$ cat src/rtl/cim_dot_product_engine_if.sv
// Command, memory-read and status bundle for the CIM dot-product engine.
// The slave side is the engine; the master side is the controller plus the
// two read memories that feed it.
interface cim_dot_product_engine_if #(
  parameter int DATA_W = 16,
  parameter int ADDR_W = 12,
  parameter int LEN_W  = 9
);
  // Command
  logic              start;
  logic [LEN_W-1:0]  len;
  logic [ADDR_W-1:0] base_a;
  logic [ADDR_W-1:0] base_b;
  logic [DATA_W-1:0] bias;
  logic              act_en;

  // Port A (intermediate results) and port B (parameters) reads
  logic              mem_a_en;
  logic [ADDR_W-1:0] mem_a_addr;
  logic [DATA_W-1:0] mem_a_data;
  logic              mem_b_en;
  logic [ADDR_W-1:0] mem_b_addr;
  logic [DATA_W-1:0] mem_b_data;

  // Status / result
  logic              busy;
  logic              done;
  logic [DATA_W-1:0] result;
  logic              overflow;

  modport master (
    output start, len, base_a, base_b, bias, act_en, mem_a_data, mem_b_data,
    input  mem_a_en, mem_a_addr, mem_b_en, mem_b_addr, busy, done, result, overflow
  );

  modport slave (
    input  start, len, base_a, base_b, bias, act_en, mem_a_data, mem_b_data,
    output mem_a_en, mem_a_addr, mem_b_en, mem_b_addr, busy, done, result, overflow
  );
endinterface

$ cat src/rtl/cim_dot_product_engine.sv
// Fixed-point dot-product sequencer: streams len element pairs from two read
// memories, accumulates full-precision products, adds a bias, then rounds
// half-up, saturates to DATA_W and optionally applies ReLU.
module cim_dot_product_engine #(
  parameter int DATA_W  = 16,
  parameter int FRAC_W  = 10,
  parameter int ADDR_W  = 12,
  parameter int LEN_W   = 9,
  parameter int MEM_LAT = 1
) (
  input logic                     clk,
  input logic                     rst,
  cim_dot_product_engine_if.slave bus
);

  localparam int PROD_W = 2 * DATA_W;
  localparam int ACC_W  = PROD_W + LEN_W;  // wide enough for 2^LEN_W-1 worst-case products
  localparam int SUM_W  = ACC_W + 1;       // headroom for bias and rounding constant

  localparam logic [MEM_LAT-1:0]      VLD_TOP    = MEM_LAT'(1) << (MEM_LAT - 1);
  localparam logic signed [SUM_W-1:0] ROUND_HALF = SUM_W'(1) << (FRAC_W - 1);
  localparam logic signed [SUM_W-1:0] SAT_MAX    = (SUM_W'(1) << (DATA_W - 1)) - SUM_W'(1);
  localparam logic signed [SUM_W-1:0] SAT_MIN    = -(SUM_W'(1) << (DATA_W - 1));

  typedef enum logic [1:0] {
    IDLE   = 2'd0,
    FETCH  = 2'd1,
    DRAIN  = 2'd2,
    FINISH = 2'd3
  } state_t;

  state_t state_q, state_d;

  // Captured command
  logic [LEN_W-1:0]         len_q;
  logic [ADDR_W-1:0]        base_a_q;
  logic [ADDR_W-1:0]        base_b_q;
  logic signed [DATA_W-1:0] bias_q;
  logic                     act_q;

  // Datapath state
  logic [LEN_W-1:0]         cnt_q;    // next element index to issue
  logic signed [ACC_W-1:0]  acc_q;
  logic [MEM_LAT-1:0]       vld_q;    // one bit per read in flight, oldest at the top
  logic                     mem_en_q;
  logic [ADDR_W-1:0]        mem_a_addr_q;
  logic [ADDR_W-1:0]        mem_b_addr_q;
  logic                     busy_q;
  logic                     done_q;
  logic [DATA_W-1:0]        result_q;
  logic                     overflow_q;

  // Decoded control
  logic              accept;
  logic              issue;
  logic              fin;
  logic              drain_last;
  logic [ADDR_W-1:0] issue_addr_a;
  logic [ADDR_W-1:0] issue_addr_b;

  // Arithmetic
  logic signed [DATA_W-1:0] a_s;
  logic signed [DATA_W-1:0] b_s;
  logic signed [PROD_W-1:0] prod;
  logic signed [SUM_W-1:0]  sum_full;
  logic signed [SUM_W-1:0]  sum_biased;
  logic signed [SUM_W-1:0]  rounded;
  logic [DATA_W-1:0]        final_val;
  logic                     final_ovf;

  assign a_s  = bus.mem_a_data;
  assign b_s  = bus.mem_b_data;
  assign prod = PROD_W'(a_s) * PROD_W'(b_s);

  // The last read is at the top of the valid pipe with nothing younger behind it.
  assign drain_last = vld_q[MEM_LAT-1] && ((vld_q & ~VLD_TOP) == '0);

  // Next-state and issue decode.
  always_comb begin
    // NOTE: every output of this block gets a default first so no path leaves
    // a signal unassigned, which would otherwise infer a latch.
    state_d      = state_q;
    accept       = 1'b0;
    issue        = 1'b0;
    fin          = 1'b0;
    issue_addr_a = base_a_q + ADDR_W'(cnt_q);
    issue_addr_b = base_b_q + ADDR_W'(cnt_q);
    unique case (state_q)
      IDLE: begin
        if (bus.start) begin
          accept = 1'b1;
          if (bus.len != '0) begin
            // Element 0 goes out on the accepting edge, straight from the command inputs.
            state_d      = FETCH;
            issue        = 1'b1;
            issue_addr_a = bus.base_a;
            issue_addr_b = bus.base_b;
          end else begin
            state_d = FINISH;
          end
        end
      end
      FETCH: begin
        if (cnt_q == len_q) state_d = DRAIN;
        else                issue   = 1'b1;
      end
      DRAIN: begin
        if (drain_last) state_d = FINISH;
      end
      FINISH: begin
        state_d = IDLE;
        fin     = 1'b1;
      end
      default: state_d = IDLE;
    endcase
  end

  // Bias add, round half up, saturate, then optional ReLU on the final sum.
  always_comb begin
    sum_full   = SUM_W'(acc_q) + (SUM_W'(bias_q) <<< FRAC_W);
    sum_biased = sum_full + ROUND_HALF;
    rounded    = sum_biased >>> FRAC_W;
    final_ovf  = 1'b0;
    final_val  = rounded[DATA_W-1:0];
    if (rounded > SAT_MAX) begin
      final_val = SAT_MAX[DATA_W-1:0];
      final_ovf = 1'b1;
    end else if (rounded < SAT_MIN) begin
      final_val = SAT_MIN[DATA_W-1:0];
      final_ovf = 1'b1;
    end
    if (act_q && final_val[DATA_W-1]) final_val = '0;
  end

  // State, command capture, read issue, accumulation and result registers.
  always_ff @(posedge clk or posedge rst) begin
    if (rst) begin
      state_q      <= IDLE;
      len_q        <= '0;
      base_a_q     <= '0;
      base_b_q     <= '0;
      bias_q       <= '0;
      act_q        <= 1'b0;
      cnt_q        <= '0;
      acc_q        <= '0;
      vld_q        <= '0;
      mem_en_q     <= 1'b0;
      mem_a_addr_q <= '0;
      mem_b_addr_q <= '0;
      busy_q       <= 1'b0;
      done_q       <= 1'b0;
      result_q     <= '0;
      overflow_q   <= 1'b0;
    end else begin
      // NOTE: non-blocking assignments so every register samples pre-edge
      // values, independent of statement order within this block.
      state_q  <= state_d;
      done_q   <= fin;
      mem_en_q <= issue;
      vld_q    <= (vld_q << 1) | MEM_LAT'(mem_en_q);

      if (issue) begin
        mem_a_addr_q <= issue_addr_a;
        mem_b_addr_q <= issue_addr_b;
        cnt_q        <= accept ? LEN_W'(1) : cnt_q + 1'b1;
      end

      if (accept) begin
        len_q    <= bus.len;
        base_a_q <= bus.base_a;
        base_b_q <= bus.base_b;
        bias_q   <= bus.bias;
        act_q    <= bus.act_en;
        acc_q    <= '0;
        busy_q   <= 1'b1;
      end else if (vld_q[MEM_LAT-1]) begin
        acc_q <= acc_q + ACC_W'(prod);
      end

      if (fin) begin
        result_q   <= final_val;
        overflow_q <= final_ovf;
        busy_q     <= 1'b0;
      end
    end
  end

  assign bus.mem_a_en   = mem_en_q;
  assign bus.mem_b_en   = mem_en_q;
  assign bus.mem_a_addr = mem_a_addr_q;
  assign bus.mem_b_addr = mem_b_addr_q;
  assign bus.busy       = busy_q;
  assign bus.done       = done_q;
  assign bus.result     = result_q;
  assign bus.overflow   = overflow_q;

endmodule

$ cat src/flat_wrapper.sv
// flat-port wrapper written by rule: the top's interface ports become plain ports
module cim_dot_product_engine_flat 
#(
  parameter int DATA_W  = 16,
  parameter int FRAC_W  = 10,
  parameter int ADDR_W  = 12,
  parameter int LEN_W   = 9,
  parameter int MEM_LAT = 1
)
  (clk, rst, bus_start, bus_len, bus_base_a, bus_base_b, bus_bias, bus_act_en, bus_mem_a_data, bus_mem_b_data, bus_mem_a_en, bus_mem_a_addr, bus_mem_b_en, bus_mem_b_addr, bus_busy, bus_done, bus_result, bus_overflow);
  cim_dot_product_engine_if #(.DATA_W(DATA_W), .ADDR_W(ADDR_W), .LEN_W(LEN_W)) bus_i ();
  input logic clk;
  input logic rst;
  input wire logic [$bits(bus_i.start)-1:0] bus_start;
  input wire logic [$bits(bus_i.len)-1:0] bus_len;
  input wire logic [$bits(bus_i.base_a)-1:0] bus_base_a;
  input wire logic [$bits(bus_i.base_b)-1:0] bus_base_b;
  input wire logic [$bits(bus_i.bias)-1:0] bus_bias;
  input wire logic [$bits(bus_i.act_en)-1:0] bus_act_en;
  input wire logic [$bits(bus_i.mem_a_data)-1:0] bus_mem_a_data;
  input wire logic [$bits(bus_i.mem_b_data)-1:0] bus_mem_b_data;
  output wire logic [$bits(bus_i.mem_a_en)-1:0] bus_mem_a_en;
  output wire logic [$bits(bus_i.mem_a_addr)-1:0] bus_mem_a_addr;
  output wire logic [$bits(bus_i.mem_b_en)-1:0] bus_mem_b_en;
  output wire logic [$bits(bus_i.mem_b_addr)-1:0] bus_mem_b_addr;
  output wire logic [$bits(bus_i.busy)-1:0] bus_busy;
  output wire logic [$bits(bus_i.done)-1:0] bus_done;
  output wire logic [$bits(bus_i.result)-1:0] bus_result;
  output wire logic [$bits(bus_i.overflow)-1:0] bus_overflow;
  assign bus_i.start = bus_start;
  assign bus_i.len = bus_len;
  assign bus_i.base_a = bus_base_a;
  assign bus_i.base_b = bus_base_b;
  assign bus_i.bias = bus_bias;
  assign bus_i.act_en = bus_act_en;
  assign bus_i.mem_a_data = bus_mem_a_data;
  assign bus_i.mem_b_data = bus_mem_b_data;
  assign bus_mem_a_en = bus_i.mem_a_en;
  assign bus_mem_a_addr = bus_i.mem_a_addr;
  assign bus_mem_b_en = bus_i.mem_b_en;
  assign bus_mem_b_addr = bus_i.mem_b_addr;
  assign bus_busy = bus_i.busy;
  assign bus_done = bus_i.done;
  assign bus_result = bus_i.result;
  assign bus_overflow = bus_i.overflow;
  cim_dot_product_engine #(.DATA_W(DATA_W), .FRAC_W(FRAC_W), .ADDR_W(ADDR_W), .LEN_W(LEN_W), .MEM_LAT(MEM_LAT)) u_core (.clk(clk), .rst(rst), .bus(bus_i));
endmodule
$ cat config.mk
export PLATFORM = sky130hd
export DESIGN_NAME = cim_dot_product_engine_flat
export DESIGN_NICKNAME = d
export VERILOG_FILES = /design/src/rtl/cim_dot_product_engine_if.sv /design/src/rtl/cim_dot_product_engine.sv /design/src/flat_wrapper.sv
export SDC_FILE = /design/constraint.sdc
export NUM_CORES = 1
export LEC_CHECK = 0
export ABC_AREA = 1
export BUFFER_PORTS_ARGS = -buffer_cell sky130_fd_sc_hd__buf_2
export CORE_MARGIN = 4
export CORE_UTILIZATION = 40
export DETAILED_ROUTE_END_ITERATION = 16
export PLACE_DENSITY = 0.54
export REMOVE_ABC_BUFFERS = 1
export SLEW_MARGIN = 5
export SYNTH_ARGS = -nofsm -noshare
export SYNTH_HDL_FRONTEND = slang
export SYNTH_SLANG_ARGS = --single-unit
$ cat constraint.sdc
create_clock -name clk -period 5.85 [get_ports clk]
set_clock_uncertainty 0.1 [all_clocks]
set_input_delay 0 -clock clk [delete_from_list [all_inputs] [get_ports clk]]
set_output_delay 0 -clock clk [all_outputs]
set_load 0.03 [all_outputs]
* Word level (Yosys, flattened, before mapping)
Cells that the tools add are included.
** Storage, ports and cells
- Bits in registers :: 147
- Output and inout bits :: 45
- Word-level logic and storage cells :: 66
** Operators by class
- Add/sub/neg operators :: 6
- $mul :: 1
- Order comparisons :: 2
- Eq/ne operators :: 7
- Mux-type cells :: 28
- Reductions and logical operators :: 6
** Operators with widths (count)
- 41-bit 2-to-1 mux :: 2
- 12-bit 2-to-1 mux :: 6
- 16-bit 2-to-1 mux :: 3
- 41-bit by 26-bit adder with 42-bit output :: 1
- 42-bit by 11-bit adder with 42-bit output (second input constant) :: 1
- 41-bit by 32-bit adder with 41-bit output :: 1
- 32-bit by 16-bit > comparator with 1-bit output (second input constant) :: 1
- 32-bit by 16-bit less-than comparator with 1-bit output (second input constant) :: 1
- 16-bit by 16-bit multiplier with 32-bit output :: 1
- 12-bit by 9-bit adder with 12-bit output :: 2
- 1-bit 2-to-1 mux :: 10
- 9-bit by 1-bit adder with 9-bit output (second input constant) :: 1
- 9-bit equality test :: 1
- 9-bit 2-to-1 mux :: 1
- 9-bit nonzero test :: 1
- 2-bit 2-to-1 mux :: 4
- 2-bit one-hot mux with 4 select lines :: 1
- 2-bit equality test (second input constant) :: 2
- 2-bit by 1-bit != test with 1-bit output (second input constant) :: 2
- 2-bit nonzero test :: 2
- 3-bit AND reduction :: 1
- 2-bit by 1-bit equality test with 1-bit output (second input constant) :: 1
- 2-bit zero test :: 1
- 2-bit != test (second input constant) :: 1
- 2 further kinds :: 2

* Depth between registers and ports, before layout
Gate-level depths: netlist of the first run.
- Word-level depth :: 7
- Gate-level depth with buffers :: 32
- Gate-level depth less buffers :: 30

* Least setup slack after synthesis of the first run
OpenSTA, ideal clock, no wires.
- Path kind :: input-to-reg
- From :: input port bus_mem_b_data[6]
- To :: register u_core.acc_q[39]
- Setup time :: 0.123 ns
- Arrival :: 5.633 ns
- Required time :: 5.627 ns
- Path slack :: -0.006 ns
- Stages :: 24
- Path buffers :: 2
- Cell sequence :: clkbuf_1 -> clkbuf_1 -> nand2_1 -> fa_1 -> inv_1 -> fa_1 -> inv_1 -> fa_1 -> fa_1 -> inv_1 -> fa_1 -> inv_1 -> fa_1 -> inv_1 -> ha_1 -> nand2_1 -> nor3_1 -> nand2_1 -> nor4_1 -> o21ai_0 -> o2111ai_1 -> a21oi_1 -> o21ai_0 -> nand2_1
** Between the ends
- Word-level cells in the longest chain between the ends :: 4
** Ends and longest elaborated chain
- from (decl) :: RTL line flat_wrapper.sv:21 : input wire logic [$bits(bus_i.mem_b_data)-1:0] bus_mem_b_data;
- 16-bit by 16-bit multiplier with 32-bit output :: RTL line cim_dot_product_engine.sv:73 : assign prod = PROD_W'(a_s) * PROD_W'(b_s);
- 41-bit by 32-bit adder with 41-bit output :: RTL line cim_dot_product_engine.sv:177 : acc_q <= acc_q + ACC_W'(prod);
- 41-bit 2-to-1 mux :: RTL line cim_dot_product_engine.sv:176 : end else if (vld_q[MEM_LAT-1]) begin
- 41-bit 2-to-1 mux :: RTL line cim_dot_product_engine.sv:168 : if (accept) begin
- to (signal assigned) :: RTL line cim_dot_product_engine.sv:177
- to (decl) :: RTL line cim_dot_product_engine.sv:43 : logic signed [ACC_W-1:0] acc_q;
Every way passes these cells. The select of a mux whose other input is x is not followed.
A chain may end at the register's enable or synchronous reset.

* Worst setup path after layout of the first run
- From :: input port bus_mem_b_data[6]
- To :: register u_core.acc_q[32]
The elaborated chain is that of the path after synthesis.

==> metrics.md, run 1 <==
| Metric | Value |
|---|---|
| Worst slew margin | `0.374` |
| Clk Tree Root Cell | `clkbuf_16` |
| Vias per cell | `4.75` |
| Fraction of registers with async set/reset | `1.00` |
| WS Path Type | `input pin to flop` |
| Worst setup EP type | `flop` |
| H-tree lvl count | `4` |
| Arr. time, crit path | `5.78 ns` |
| Worst Path Required | `6.07 ns` |
| Distinct cell type count after synthesis | `between 50 and 60` |
| Largest net degree at the start of global routing | `between 80 and 90` |
| CTS Buf Count | `17` |
| Clock latency on the worst-skew pair | `roughly 0.44 ns` |
| Post-synth EDFFs | `0` |
| Core Area | `around 55000 um2` |
| Final #Nets | `3872` |
| Final Critical Period | `around 5.6 ns` |
| # DRC | `0` |
| Vias in the first global route | `20300` |
| Starting DRT DRC Count | `roughly 1100` |
| Clk sink count | `147` |
| Util after Layout | `0.474` |
| CTS clk-pin slew, worst paths | `around 0.07 ns` |
| Filler cells | `5514` |
| Syn Std Cell Area | `~23000 um2` |
| Clock Tree Buf Depth | `2` |
| Die width | `245 um` |
| WL/cell | `around 16 um` |
| Placer Congestion | `about 0.88` |
| Ys flop type | `dfrtp_1` |
| Starting Density | `0.406` |
| Max_cap viols | `0` |
| Drt pass-1 iters | `5` |
| Total gr overflow | `0` |
| Antenna cells | `0` |
| Vert. Die Dim | `between 200 and 250 um` |
| Final wirelength | `~64000 um` |
| Placed Instances | `roughly 4000` |
| Num ports | `130` |
| Total die area | `approximately 60000 um2` |
| Most common cell after layout, fill and taps aside | `nand2_1` |
| Final hold violation count | `0` |
| CP startpoint kind | `input pin` |
| Count of input and output buffers | `between 100 and 150` |
| Tot GR Track Use | `0.220` |
| Initial antenna violation count | `0` |
| Final period util | `0.950` |
| Post-DP HPWL | `around 54000 um` |
| Status | `complete, no violations` |
| YS warnings | `0` |
| Final setup violation count | `0` |
| Area delta synth->final | `16.6%` |
| Synthesized area per cell | `7.51 um2` |
| Share of post-route cells with drive strength above 1 | `0.119` |
| Final Instance Count excl. Fillers | `4040` |
| CTS tree | `done` |
| Final ANT Viol Nets | `0` |
| Cell count after synthesis | `2999` |
| Max Slew Vio Count | `0` |
| CP max FO | `10` |
| HP Class | `input pin to asynchronous set/reset pin` |
| Sequential element share of the synthesized area | `0.163` |
| Fmax achieved | `0.180 GHz` |
| Global-route wire length before repair | `roughly 110000 um` |
| Commonest cells after routing, fill and taps aside | `nand2_1 (820), inv_1 (751), fa_1 (335)` |
| Core Rows | `86` |
| Post-synthesis register bit count | `147` |
| Slew @ Worst Pin | `0.938 ns` |
| Unrepaired setup endpoints after global routing | `no` |
| Vias | `19200` |
registers in the layout (all words and copies together) (netlist names):
| register | flops |
|---|---|
| u_core.acc_q | 41 |
| u_core.act_q | 1 |
| u_core.base_a_q | 12 |
| u_core.base_b_q | 12 |
| u_core.bias_q | 16 |
| u_core.bus.busy | 1 |
| u_core.bus.done | 1 |
| u_core.bus.mem_a_addr | 12 |
| u_core.bus.mem_a_en | 1 |
| u_core.bus.mem_b_addr | 12 |
| u_core.bus.overflow | 1 |
| u_core.bus.result | 16 |
| u_core.cnt_q | 9 |
| u_core.drain_last | 1 |
| u_core.len_q | 9 |
| u_core.state_q | 2 |
stage by stage:
stage / setup TNS [ns] / area (um2) / worst slack, ns / hold slack (ns)
2_1_floorplan: 0 / 22200 / 0.359 / 0.00962
3_5_place_dp: -1.27 / 25100 / -0.193 / 0.106
6_report: 0 / 26300 / 0.290 / 0.156
3_3_place_gp: -0.645 / 25100 / -0.131 / 0.0987
4_1_cts: 0 / 26200 / 0.241 / 0.143
5_1_grt: 0 / 26300 / 0.00320 / 0.207
metal layers:
layer / part of all wire / vias up / track usage
li1: - / 9491 / -
met1: 0.48 / 9238 / 0.312
met2: 0.47 / 405 / 0.372
met3: 0.032 / 69 / 0.0203
met4: 0.015 / 0 / 0.0423
met5: 0 / - / 0
path summary, 6_finish.rpt:
path,start,end,slack (ns),cells after the start
worst max-delay path,bus_mem_b_data[6],u_core.acc_q[32],0.29,27
worst min-delay path,rst,u_core.base_a_q[4],0.16,3
worst max register to register,u_core.acc_q[3],u_core.acc_q[29],0.53,22
worst min register to register,u_core.bus.mem_a_en,u_core.drain_last,0.34,0
max in group asynchronous,rst,u_core.bias_q[12],4.10,4
min in group clk,bus_mem_b_data[0],u_core.acc_q[0],0.16,5
area by class of cell:
cell class,instances,area (um2),area share
Timing Repair Buffer,353,2530,0.0966
Inverter,760,2860,0.109
Multi-Input combinational cell,2000,15700,0.597
Clock inverter,13,111,0.00424
Tap cell,748,936,0.0356
Sequential cell,147,3680,0.140
Clock buffer,19,453,0.0173
kinds of logic (layout without fill, tap and decap cells):
logic type,after synthesis,count (layout),synth area share
AOI/OAI and AO/OA,304,304,0.0783
xor gates and xnor gates,37,37,0.0147
adders and majority gates,508,508,0.395
buffers and inverters,852,1145,0.143
DFF,147,147,0.163
and+or+nand+nor,1151,1151,0.206
cells in the mapped netlist (6+ instances only):
library cell,n,share of area
xor2_1,24,0.0093
nand3_1,69,0.015
xnor2_1,12,0.0047
nor2_1,167,0.028
clkbuf_1,80,0.013
nor2_2,8,0.0022
fa_1,337,0.30
o21bai_1,12,0.0040
a21oi_1,102,0.023
nand2_1,821,0.14
nor3_1,23,0.0051
o21ai_0,114,0.025
inv_1,753,0.13
buf_1,6,0.0010
a221oi_1,6,0.0023
dfrtp_1,147,0.16
and2_1,7,0.0019
a31oi_1,17,0.0047
nand2_2,16,0.0044
o211ai_1,9,0.0030
o221ai_1,9,0.0035
ha_1,171,0.095
nand4_1,14,0.0039
worst max-delay path, stage by stage:
cell and delay [ns]:
buf_2 0.15, buf_12 0.15, nand2_1 0.06, inv_1 0.05
fa_1 0.55, inv_1 0.06, fa_1 0.57, fa_1 0.43
fa_1 0.51, inv_1 0.07, fa_1 0.55, inv_1 0.06
fa_1 0.54, inv_1 0.04, ha_1 0.35, a21oi_1 0.26
inv_1 0.08, a21oi_2 0.18, o21ai_0 0.15, nand2_1 0.10
o211ai_1 0.17, a21oi_1 0.20, inv_1 0.10, nand3_1 0.08
nand2_1 0.06, o21ai_0 0.17, nand2_1 0.07
repair_timing:
action	in CTS	in global routing
hold endpoints to repair	158	0
setup endpoints to repair	0	7
setup buffers	0	4
gates resized for setup	0	16
hold buffers	52	0
Power of run 1 is not shown: default switching activity piles up to over one toggle a cycle in this logic, so the estimate is an artifact.
==> inputs of run 2 (changes only) <==
--- a/config.mk
+++ b/config.mk
@@ -7,10 +7,12 @@
 export LEC_CHECK = 0
 export ABC_AREA = 1
 export BUFFER_PORTS_ARGS = -buffer_cell sky130_fd_sc_hd__buf_2
+export CELL_PAD_IN_SITES_DETAIL_PLACEMENT = 1
+export CELL_PAD_IN_SITES_GLOBAL_PLACEMENT = 1
 export CORE_MARGIN = 4
 export CORE_UTILIZATION = 40
 export DETAILED_ROUTE_END_ITERATION = 16
-export PLACE_DENSITY = 0.54
+export PLACE_DENSITY = 0.7
 export REMOVE_ABC_BUFFERS = 1
 export SLEW_MARGIN = 5
 export SYNTH_ARGS = -nofsm -noshare
==> run 2 against run 1 <==
Against the previous run: global-route usage up 3.0 points; cell count down 0.79%; non-clock buffer count down 34.
==> metrics.md, run 2 (synthesized netlist as in run 1, its figures left out) <==
| Metric | Value |
|---|---|
| Worst setup EP type | `flop` |
| Total gr overflow | `0` |
| Vias per cell | `~5` |
| Max Slew Vio Count | `0` |
| Vias | `about 20000` |
| Initial antenna violation count | `0` |
| CTS clk-pin slew, worst paths | `0.08 ns` |
| CP startpoint kind | `input pin` |
| Most common cell after layout, fill and taps aside | `nand2_1` |
| Clk Tree Root Cell | `clkbuf_16` |
| Final worst slack | `around 0.23 ns` |
| Final Critical Period | `between 5 and 6 ns` |
| WL/cell | `around 18 um` |
| Final wirelength | `approximately 73000 um` |
| CTS tree | `done` |
| Filler cells | `6966` |
| CTS Buf Count | `17` |
| H-tree lvl count | `4` |
| Status | `complete, no violations` |
| Max_cap viols | `0` |
| Placer Congestion | `between 0.9 and 1` |
| Final ANT Viol Nets | `0` |
| CP max FO | `5` |
| Global-route wire length before repair | `~120000 um` |
| Final #Nets | `~3800` |
| Count of input and output buffers | `around 130` |
| Arr. time, crit path | `between 5 and 6 ns` |
| HP Class | `input pin to asynchronous set/reset pin` |
| Share of post-route cells with drive strength above 1 | `0.114` |
| Num ports | `130` |
| Clock latency on the worst-skew pair | `about 0.43 ns` |
| Final setup violation count | `0` |
| Die width | `between 200 and 250 um` |
| Post-DP HPWL | `between 60000 and 70000 um` |
| Util after Layout | `0.472` |
| Drt pass-1 iters | `5` |
| Starting DRT DRC Count | `roughly 840` |
| Commonest cells after routing, fill and taps aside | `nand2_1 (820), inv_1 (749), fa_1 (331)` |
| Area of the multi-input gates | `approximately 16000 um2` |
| RR Startpoint | `u_core.acc_q[3]` |
| Critical path launch point | `bus_mem_b_data[15]` |
| Core Rows | `between 80 and 90` |
| Core Area | `between 50000 and 60000 um2` |
| Total die area | `approximately 60000 um2` |
| Max FFs per register | `between 40 and 50` |
| Worst Path Required | `6.12 ns` |
| Unrepaired setup endpoints after global routing | `yes` |
| Vert. Die Dim | `between 200 and 250 um` |
| # DRC | `0` |
| Tot GR Track Use | `0.251` |
| Fmax achieved | `between 0.15 and 0.2 GHz` |
| Vias in the first global route | `around 22000` |
| Worst slew margin | `0.290` |
| WS Path Type | `input pin to flop` |
| Clock Tree Buf Depth | `2` |
| Setup Slack @ Placement | `-0.465 ns` |
| Starting Density | `0.406` |
| Sequential cell area | `3680 um2` |
| Clk sink count | `147` |
| Top reg by flops | `u_core.acc_q` |
| Area delta synth->final | `16.0%` |
| WHS | `between 0.15 and 0.2 ns` |
| Final period util | `0.961` |
| Largest net degree at the start of global routing | `83` |
| Slew @ Worst Pin | `between 1 and 1.5 ns` |
| Final hold violation count | `0` |
-- run 2: metrics by stage --
step / cell area [um2] / TNS (ns) / std cells
final: 26100 / 0 / 4008
after global routing: 26100 / -0.0906 / 4007
after CTS: 26000 / 0 / 4004
after detailed placement: 24900 / -4.08 / 3920
after global placement: 24900 / -2.31 / 3920
after floorplan: 22200 / 0 / 2907
-- run 2: final cells by class --
class	instances	area share
antenna	1	0.0000958
clock buffer	18	0.0164
clock inverter	14	0.00541
inverter	760	0.110
multi-input combinational	2000	0.602
sequential	147	0.141
tap	748	0.0358
timing repair buffer	319	0.0900
timing repair inverter	1	0.000192
-- run 2: worst paths after layout --
| path | endpoint | slack, ns | cells after the start |
|---|---|---|---|
| max in group asynchronous | u_core.acc_q[22] | 4.04 | 4 |
| min in group clk | u_core.bias_q[4] | 0.19 | 4 |
| worst min-delay path | u_core.base_b_q[5] | 0.17 | 3 |
| worst min register to register | u_core.drain_last | 0.33 | 0 |
| worst max register to register | u_core.acc_q[25] | 0.53 | 21 |
| worst max-delay path | u_core.acc_q[32] | 0.23 | 26 |
-- run 2: timing repair --
item	CTS	global route
hold buffers	52	0
resized for setup	1	33
endpoints found under the hold margin	156	0
pin swaps	0	5
gates cloned	0	1
endpoints found under the setup margin	1	13
setup buffers	0	2
-- run 2: routing by layer --
metal  vias to the layer above  GRT usage  wire [um]
li1                       9407          -          -
met1                      9983      0.331      32400
met2                       293      0.439      36300
met3                       127     0.0205       1610
met4                         0     0.0797       2660
met5                         -          0          0
-- run 2: worst max-delay path: stages --
cell and delay, ns:
buf_2 0.14, clkinvlp_4 0.19, or2_2 0.34, fa_1 0.52, fa_1 0.56, inv_1 0.06
fa_1 0.60, fa_2 0.48, fa_1 0.56, inv_1 0.06, fa_1 0.54, inv_1 0.07
ha_4 0.26, a21oi_1 0.15, inv_1 0.09, a21oi_2 0.14, o21ai_1 0.10, nand2_1 0.13
o211ai_1 0.14, a21oi_1 0.18, inv_1 0.09, nand3_1 0.08, nand2_1 0.09, a21oi_1 0.12
o21ai_0 0.13, nand2_1 0.07
Power of run 2 is left out for the same reason.
==> inputs of run 3 (changes only) <==
--- a/config.mk
+++ b/config.mk
@@ -9,11 +9,12 @@
 export BUFFER_PORTS_ARGS = -buffer_cell sky130_fd_sc_hd__buf_2
 export CELL_PAD_IN_SITES_DETAIL_PLACEMENT = 1
 export CELL_PAD_IN_SITES_GLOBAL_PLACEMENT = 1
-export CORE_MARGIN = 4
+export CORE_MARGIN = 5
 export CORE_UTILIZATION = 40
 export DETAILED_ROUTE_END_ITERATION = 16
 export PLACE_DENSITY = 0.7
 export REMOVE_ABC_BUFFERS = 1
+export SETUP_SLACK_MARGIN = 0.4
 export SLEW_MARGIN = 5
 export SYNTH_ARGS = -nofsm -noshare
 export SYNTH_HDL_FRONTEND = slang
==> run 3 against run 2 <==
Against the previous run: critical path depth decreased by 1; clock-buffer cell count up 2; register-to-register slack improved by 0.10 ns; hold slack lost 0.048 ns; flip-flop and latch count unchanged; non-clock buffer count is 57 higher.
==> metrics.md, run 3 (synthesized netlist as in run 1, its figures left out) <==
| Metric | Value |
|---|---|
| Final ANT Viol Nets | `0` |
| Fmax achieved | `0.187 GHz` |
| Die width | `about 250 um` |
| Final Critical Period | `roughly 5.4 ns` |
| CP startpoint kind | `input pin` |
| Count of input and output buffers | `roughly 130` |
| Worst Path Required | `~6.1 ns` |
| Worst reg2reg setup slack | `0.63 ns` |
| Vias in the first global route | `about 23000` |
| Top reg by flops | `u_core.acc_q` |
| Starting Density | `0.402` |
| Area delta synth->final | `20.9%` |
| Post-DP HPWL | `61100 um` |
| CTS Buf Count | `17` |
| Clock Tree Buf Depth | `2` |
| Starting DRT DRC Count | `just over 700` |
| Final #Nets | `~3900` |
| Share of post-route cells with drive strength above 1 | `0.163` |
| Initial antenna violation count | `1` |
| Max_cap viols | `0` |
| Clock latency on the worst-skew pair | `0.45 ns` |
| Drt pass-1 iters | `5` |
| Core Area | `between 50000 and 60000 um2` |
| Final wirelength | `between 70000 and 80000 um` |
| Arr. time, crit path | `5.59 ns` |
| Worst slew margin | `0.296` |
| Worst setup EP type | `flop` |
| HP Class | `input pin to asynchronous set/reset pin` |
| Largest net degree at the start of global routing | `80` |
| Critical path's top delay family | `adder cells` |
| Final period util | `0.915` |
| Final setup violation count | `0` |
| Commonest cells after routing, fill and taps aside | `nand2_1 (804), inv_1 (738), fa_1 (316)` |
| Final hold violation count | `0` |
| Max incr delay on CP | `roughly 0.56 ns` |
| Worst path bufs/invs | `8` |
| Most common cell after layout, fill and taps aside | `nand2_1` |
| Clk sink count | `147` |
| Unrepaired setup endpoints after global routing | `no` |
| Global-route wire length before repair | `119000 um` |
| WS Path Type | `input pin to flop` |
| Total die area | `61200 um2` |
| Clk Tree Root Cell | `clkbuf_16` |
| WHS | `0.119 ns` |
| CP max FO | `6` |
| Vias | `about 20000` |
| Vias per cell | `4.92` |
| Vert. Die Dim | `247 um` |
| Worst path slowest cell | `fa_1` |
| Num ports | `130` |
| CTS tree | `done` |
| Core Rows | `87` |
| Final worst slack | `0.495 ns` |
| Tot GR Track Use | `0.244` |
| Status | `complete, no violations` |
| H-tree lvl count | `4` |
| Max Slew Vio Count | `0` |
| Setup Slack @ Placement | `-0.821 ns` |
| WL/cell | `around 18 um` |
| Max FFs per register | `just over 40` |
| Placer Congestion | `~0.94` |
| Final setup TNS | `0 ns` |
| Slew @ Worst Pin | `~1.1 ns` |
| Total gr overflow | `0` |
| Most numerous cell on the critical path | `fa_1` |
| CTS clk-pin slew, worst paths | `around 0.060 ns` |
| # DRC | `0` |
-- run 3: cell types whose count changed in the layout (fill, tap and decap cells not counted), moves of 11 or more --
cell and delta:
nand2_1 -16, nor2_1 -27, nand2_2 +15, nor2_2 +20, inv_2 +12, buf_2 -12, ha_4 +21, fa_2 +15
ha_1 -20, inv_1 -11, buf_4 +62, o21ai_0 -11, fa_1 -15
-- run 3: final timing paths --
check	cells past startpoint	endpoint	start
min reg2reg	0	u_core.drain_last	u_core.bus.mem_a_en
min	3	u_core.bus.mem_b_addr[9]	rst
max reg2reg	21	u_core.acc_q[37]	u_core.acc_q[15]
min in group clk	6	u_core.acc_q[1]	bus_mem_b_data[1]
max	25	u_core.acc_q[37]	bus_mem_b_data[5]
max in group asynchronous	4	u_core.bias_q[10]	rst
-- run 3: layer usage --
layer | routed length [um] | track usage
met1 | 32300 | 0.315
met4 | 1530 | 0.0617
met3 | 2000 | 0.0255
met2 | 37700 | 0.439
met5 | 0 | 0
-- run 3: cell type report --
type | instances | area, um2
fillers | 6984 | 28800
multi-input cells | 2000 | 16300
flip-flops and latches | 147 | 3680
inverters | 760 | 2860
repair buffers | 376 | 2830
well taps | 756 | 946
clock buffers | 20 | 457
clock inverters | 12 | 145
diodes | 1 | 2.50
-- run 3: through the flow --
stage	instances	cell area (um2)	utilization
floorplan	2907	22200	-
global placement	3973	25200	0.450
detailed placement	3973	25200	0.450
CTS	4060	26500	0.474
global route	4072	27200	0.486
finish	4072	27200	0.486
-- run 3: worst register-to-register path, stage by stage (launching register included) --
cell,delay [ns]
dfrtp_1,0.46
inv_1,0.12
fa_1,0.52
inv_1,0.06
fa_1,0.54
fa_1,0.45
fa_1,0.56
inv_1,0.06
fa_1,0.55
inv_1,0.07
ha_4,0.29
nand2_1,0.11
buf_4,0.15
nor2_1,0.08
inv_1,0.08
nor2_2,0.13
buf_4,0.12
nand4_1,0.26
nand3_2,0.19
a21oi_1,0.07
o21ai_1,0.09
nand2_1,0.06
-- run 3: repair_timing --
| action | 4_1_cts | 5_1_grt |
|---|---|---|
| resized for setup | 44 | 157 |
| hold buffers | 52 | 0 |
| cloned | 0 | 0 |
| hold endpoints to repair | 154 | 0 |
| buffers inserted | 3 | 11 |
| setup endpoints to repair | 19 | 23 |
| pin swaps | 12 | 72 |
Power of run 3 is left out for the same reason.
